`src/rtl/conv_pkg.sv`:
```
// conv_pkg: shared types and constants for the conv MAC arbiter slice.
package conv_pkg;

    typedef enum logic [2:0] {
        IDLE,
        CLEAR,
        RUN,
        DRAIN,
        OUT
    } state_t;

    // Equals the datapath read + product pipeline depth.
    localparam int DRAIN_CYCLES = 2;

    function automatic int width_of(input int n);
        return (n > 1) ? $clog2(n) : 1;
    endfunction

endpackage

```
`src/rtl/rr_arbiter.sv`:
```
// rr_arbiter: combinational round-robin winner search from rr_ptr.
module rr_arbiter
    import conv_pkg::*;
#(
    parameter int NREQ = 4,
    localparam int RW = width_of(NREQ)
) (
    input  logic [NREQ-1:0] req_valid,
    input  logic [RW-1:0]   rr_ptr,
    output logic [RW-1:0]   winner,
    output logic            any
);

    logic [RW-1:0] idx;

    // Walk from the farthest offset down so the nearest hit wins.
    always_comb begin
        winner = '0;
        any = 1'b0;
        idx = '0;
        for (int off = NREQ - 1; off >= 0; off--) begin
            idx = RW'((int'(rr_ptr) + off) % NREQ);
            if (req_valid[idx]) begin
                winner = idx;
                any = 1'b1;
            end
        end
    end

endmodule

```
`src/rtl/conv_mac_arbiter.sv`:
```
// conv_mac_arbiter: round-robin sharing of one convolution MAC datapath.
module conv_mac_arbiter
    import conv_pkg::*;
#(
    parameter int NREQ = 4,
    parameter int N = 128,
    parameter int M = 8,
    parameter int T = 16,
    localparam int LOGSIZE_N = width_of(N),
    localparam int LOGSIZE_M = width_of(M),
    localparam int LOGSIZE_R = width_of(NREQ)
) (
    input  logic                      clk,
    input  logic                      reset,
    input  logic [NREQ-1:0]           req_valid,
    input  logic [NREQ*LOGSIZE_N-1:0] req_base,
    output logic [NREQ-1:0]           req_ready,
    output logic [LOGSIZE_N-1:0]      addr_x,
    output logic [LOGSIZE_M-1:0]      addr_f,
    output logic                      clear_acc,
    output logic                      en_acc,
    input  logic [T-1:0]              acc_data,
    output logic                      y_valid,
    output logic [T-1:0]              y_data,
    output logic [LOGSIZE_R-1:0]      y_id,
    input  logic                      y_ready,
    output logic                      busy
);

    state_t state, state_nx;

    logic [LOGSIZE_R-1:0] rr_ptr;
    logic [LOGSIZE_R-1:0] winner;
    logic [LOGSIZE_R-1:0] id;
    logic [LOGSIZE_N-1:0] base;
    logic [LOGSIZE_M-1:0] k;
    logic [1:0]           en_pipe;
    logic [1:0]           drain_cnt;
    logic                 any;
    logic                 issue;
    logic                 accept;

    rr_arbiter #(
        .NREQ(NREQ)
    ) u_rr (
        .req_valid(req_valid),
        .rr_ptr   (rr_ptr),
        .winner   (winner),
        .any      (any)
    );

    always_ff @(posedge clk) begin
        if (reset) begin
            state     <= IDLE;
            rr_ptr    <= '0;
            id        <= '0;
            base      <= '0;
            k         <= '0;
            en_pipe   <= '0;
            drain_cnt <= '0;
        end else begin
            state   <= state_nx;
            en_pipe <= {en_pipe[0], issue};
            if (accept) begin
                id     <= winner;
                base   <= req_base[int'(winner)*LOGSIZE_N +: LOGSIZE_N];
                rr_ptr <= (int'(winner) == NREQ - 1) ? '0 : winner + 1'b1;
            end
            unique case (state)
                CLEAR:   k <= LOGSIZE_M'(1);
                RUN:     k <= k + 1'b1;
                default: k <= '0;
            endcase
            drain_cnt <= (state == DRAIN) ? drain_cnt + 1'b1 : '0;
        end
    end

    always_comb begin
        state_nx  = state;
        req_ready = '0;
        addr_x    = '0;
        addr_f    = '0;
        clear_acc = 1'b0;
        issue     = 1'b0;
        accept    = 1'b0;
        y_valid   = 1'b0;
        y_data    = '0;
        y_id      = '0;
        unique case (state)
            IDLE: begin
                if (any && !reset) begin
                    accept = 1'b1;
                    req_ready[winner] = 1'b1;
                    state_nx = CLEAR;
                end
            end
            CLEAR: begin
                clear_acc = 1'b1;
                issue = 1'b1;
                addr_x = base;
                state_nx = (M == 1) ? DRAIN : RUN;
            end
            RUN: begin
                issue = 1'b1;
                addr_x = base + LOGSIZE_N'(k);
                addr_f = k;
                if (int'(k) == M - 1) state_nx = DRAIN;
            end
            DRAIN: begin
                if (int'(drain_cnt) == DRAIN_CYCLES - 1) state_nx = OUT;
            end
            OUT: begin
                y_valid = 1'b1;
                y_data = acc_data;
                y_id = id;
                if (y_ready) state_nx = IDLE;
            end
            default: state_nx = IDLE;
        endcase
    end

    assign en_acc = en_pipe[1];
    assign busy = (state != IDLE);

endmodule

```
`config.mk`:
```
export PLATFORM = sky130hd
export DESIGN_NAME = conv_mac_arbiter
export DESIGN_NICKNAME = d
export VERILOG_FILES = /design/src/rtl/conv_pkg.sv /design/src/rtl/rr_arbiter.sv /design/src/rtl/conv_mac_arbiter.sv
export SDC_FILE = /design/constraint.sdc
export NUM_CORES = 1
export LEC_CHECK = 0
export ABC_AREA = 1
export ABC_CLOCK_PERIOD_IN_PS = 2800
export BUFFER_PORTS_ARGS = -buffer_cell sky130_fd_sc_hd__buf_4
export CORE_UTILIZATION = 35
export CTS_BUF_LIST = sky130_fd_sc_hd__clkbuf_2 sky130_fd_sc_hd__clkbuf_4 sky130_fd_sc_hd__clkbuf_8
export DETAILED_ROUTE_END_ITERATION = 10
export SYNTH_ARGS = -nofsm -noshare
export SYNTH_HDL_FRONTEND = slang
export SYNTH_SLANG_ARGS = --single-unit
export TNS_END_PERCENT = 5
```
`constraint.sdc`:
```
create_clock -name clk -period 2.8 [get_ports clk]
set_input_delay 0.42 -clock clk [delete_from_list [all_inputs] [get_ports clk]]
set_output_delay 0.42 -clock clk [all_outputs]
set_load 0.01 [all_outputs]
```
==> key figures <==
Worst setup path
  – Worst setup path class: reg -> out
  – Worst reg2reg path depth: 10
  – Critical Path RT: 2380 ps
  – Crit-path cells: inv_1 > nand2_1 > nand3_1 > nand2_1 > nand3_4 > nand2_4 > nand2_4 > nand2_4 > inv_1 > nand2_1 > nor2_1 > buf_4
  – Setup crit end kind: output pin
  – Crit path launch type: flip-flop
  – CP max stage delay: 490 ps
  – Crit Reg-Reg Startpoint: rr_ptr[0]
  – CP max stage cell: dfxtp_2
  – Flop-to-flop setup slack: 760 ps
  – Critical path arrival: 2140 ps
  – RR Endpoint: rr_ptr[1]
  – CP Max Fanout: 16

Synthesis
  – Top post-synthesis cells by area: dfxtp_1 (24%), nand3_1 (14%), inv_1 (11%), nand2_1 (8.9%), nor2_1 (7.4%)
  – Syn Std Cell Area: 1770 sq um
  – Net count after synthesis: 340
  – Most frequent cell after synthesis: inv_1
  – Register bit total from synthesis: 21
  – Synth async-reset ratio: 0%
  – Post-synth top area share: 23.7%
  – Commonest cells in the netlist: inv_1 (54), nand3_1 (48), nand2_1 (42)
  – Synth area leader: dfxtp_1
  – Avg Inst Size Synth: 6.30 sq um
  – Top FF cell, synth: dfxtp_1
  – Post-Syn Instances: 281
  – Register area share after synthesis: 23.7%
  – Synth cell types: 31
  – Number of flops mapped to enable cells by yosys: 0
  – Ys Warns: 0

Min path
  – Hold path endpoint: state[2]
  – Worst Min Path Start: reset
  – Worst hold stages: 2
  – HP Class: in -> reg

Place
  – Placer Congestion: 0.789
  – Post-DP HPWL: 3.83 mm
  – IO buf count: 86

Detailed routing
  – Vias: 1987
  – Routed Antenna Nets: 0
  – Routed len/inst: 10.9 um
  – Routed WL: 4.74 mm
  – Drt first-iter violations: 83
  – DRT Pass-1 Iters: 4
  – Vias per cell: 4.58
  – # DRC: 0

Clock tree
  – Num CTS Buffers: 3
  – Clock Tree Root: clkbuf_8
  – Clk slew on worst S/H paths: 80 ps
  – Skew-Pair Late Insertion Delay: 260 ps
  – CTS tree: built
  – Sink Count: 21
  – Clock buffer depth: 2
  – H-tree depth: 1

Global route
  – Vias in the first global route: 1803
  – Grt peak-use layer: met2
  – Global-route wire length before repair: 7.85 mm
  – Met3 Use GR: 2.49%
  – GRT Overall Usage: 18.5%
  – Aggregate global routing overflow: 0
  – Routing usage on met1: 25.5%
  – Largest net degree at the start of global routing: 21
  – Initial antenna violation count: 0
  – Met2 usage: 30.0%

Timing
  – Slew @ Worst Pin: 696 ps
  – Slew HR: 53.4%
  – Fin Hold WS: 382 ps
  – Endpoints failing setup: 0
  – Post-route setup TNS: 0 ps
  – Fin crit share: 91.4%
  – Final Hold Fails: 0
  – Final setup skew: 8.57 ps
  – Final Critical Period: 2560 ps
  – Fmax: 391 MHz
  – Final Max Tran Viols: 0
  – RSZ-0062 raised after global routing: false

Layout
  – Area grow syn2layout: 42.2%
  – Layout cells sized above 1: 35.1%
  – Filler cells: 501
  – Ant. Diodes: 0
  – Layout Nets: 427

Floorplanning
  – Die area: 5350 sq um
  – Vert. Die Dim: 73.1 um
  – Starting Density: 37.0%
  – Num rows: 25
  – CORE AREA: 4790 sq um
  – Ports: 87
  – Die X-Extent: 73.1 um

Power
  – Max VDD drop: 0.490 mV
  – Power density over the cells: 931 nW/um^2
  – Static Leak: 1.39 nW

Status
  – Outcome: finished, final reports clean

Run
  – Max_cap viols: 0
## metrics by stage
step / worst slack [ps] / instance area, sq um / instances / util [%] / power [mW]
after floorplan: 817 / 1770 / 281 / - / 1.76
after global placement: 405 / 2470 / 430 / 51.7 / 2.15
after detailed placement: 338 / 2470 / 430 / 51.7 / 2.15
after CTS: 48.1 / 2520 / 434 / 52.6 / 2.36
after global routing: 57.1 / 2520 / 434 / 52.7 / 2.59
final: 241 / 2520 / 434 / 52.7 / 2.35
## how the worst max path moves through the flow
stage	endpoint	startpoint	slack, ps	cells past startpoint
floorplan	req_ready[3]	rr_ptr[0]	820	11
global placement	req_ready[3]	rr_ptr[0]	410	12
detailed placement	req_ready[2]	rr_ptr[0]	340	12
CTS	req_ready[2]	rr_ptr[0]	50	12
global route	req_ready[2]	rr_ptr[0]	60	11
finish	req_ready[2]	rr_ptr[0]	240	12
## where the power goes
group / internal, mW / switching, mW / leakage [nW]
clock network: 0.0991 / 0.0985 / 0.0255
logic: 0.647 / 0.999 / 1.19
registers: 0.403 / 0.0994 / 0.173
## per-layer routing
layer,vias to the layer above,part of all wire [%]
met5,-,0
met4,0,1.2
met3,4,5.5
met2,55,45
met1,865,49
li1,1063,-
## worst max-delay path, delay by kind of cell, from the launching register on
family,cells,cell delay [ps]
simple gates,9,1040
flops,1,490
buf+inv,3,350
## cells in the final DEF (no fill, tap or decap), types with 2 or more instances in the layout
cell,count
nand2_4,3
nand2_1,42
dfxtp_1,20
buf_4,92
nor3_1,6
o21ai_1,2
a21oi_1,10
nor2_1,35
nand3_2,3
inv_1,54
ha_1,7
clkbuf_8,3
nand3_1,48
nand3_4,2
o22ai_1,2
o21ai_0,4
nand2_2,14
or2_2,2
inv_2,3
o32ai_1,2
nor2_2,2
a22o_1,2
o21ai_2,2
## state kept, by name, summed over array words and instances, names as in the netlist
| register | count |
|---|---|
| base | 7 |
| rr_ptr | 2 |
| drain_cnt | 2 |
| state | 3 |
| id | 2 |
| en_pipe | 2 |
| k | 3 |
## timing repair
action	CTS	global route
setup buffers	0	0
gates resized for setup	0	1
endpoints found under the setup margin	0	4
hold buffers	0	0
## logic make-up (layout without fill, tap and decap cells)
family                     count (synthesis)  after routing  share of synthesized area [%]
and+or+nand+nor                          157            157                           43.5
adders and majority gates                  8              8                           6.07
buffers and inverters                     67            153                           16.2
DFF                                       21             21                           23.7
AOI/OAI and AO/OA                         27             27                           9.53
xor gates and xnor gates                   1              1                          0.918
## final cells by class
cell class / instances / area (sq um) / share of cell area [%]
repair buffers: 92 / 691 / 27.4
well taps: 67 / 83.8 / 3.33
flip-flops and latches: 21 / 422 / 16.7
clock buffers: 3 / 41.3 / 1.64
multi-input cells: 193 / 1060 / 42.2
clock inverters: 1 / 5.00 / 0.199
inverters: 57 / 214 / 8.49
No activity file was read; power rests on OpenSTA's default activity.
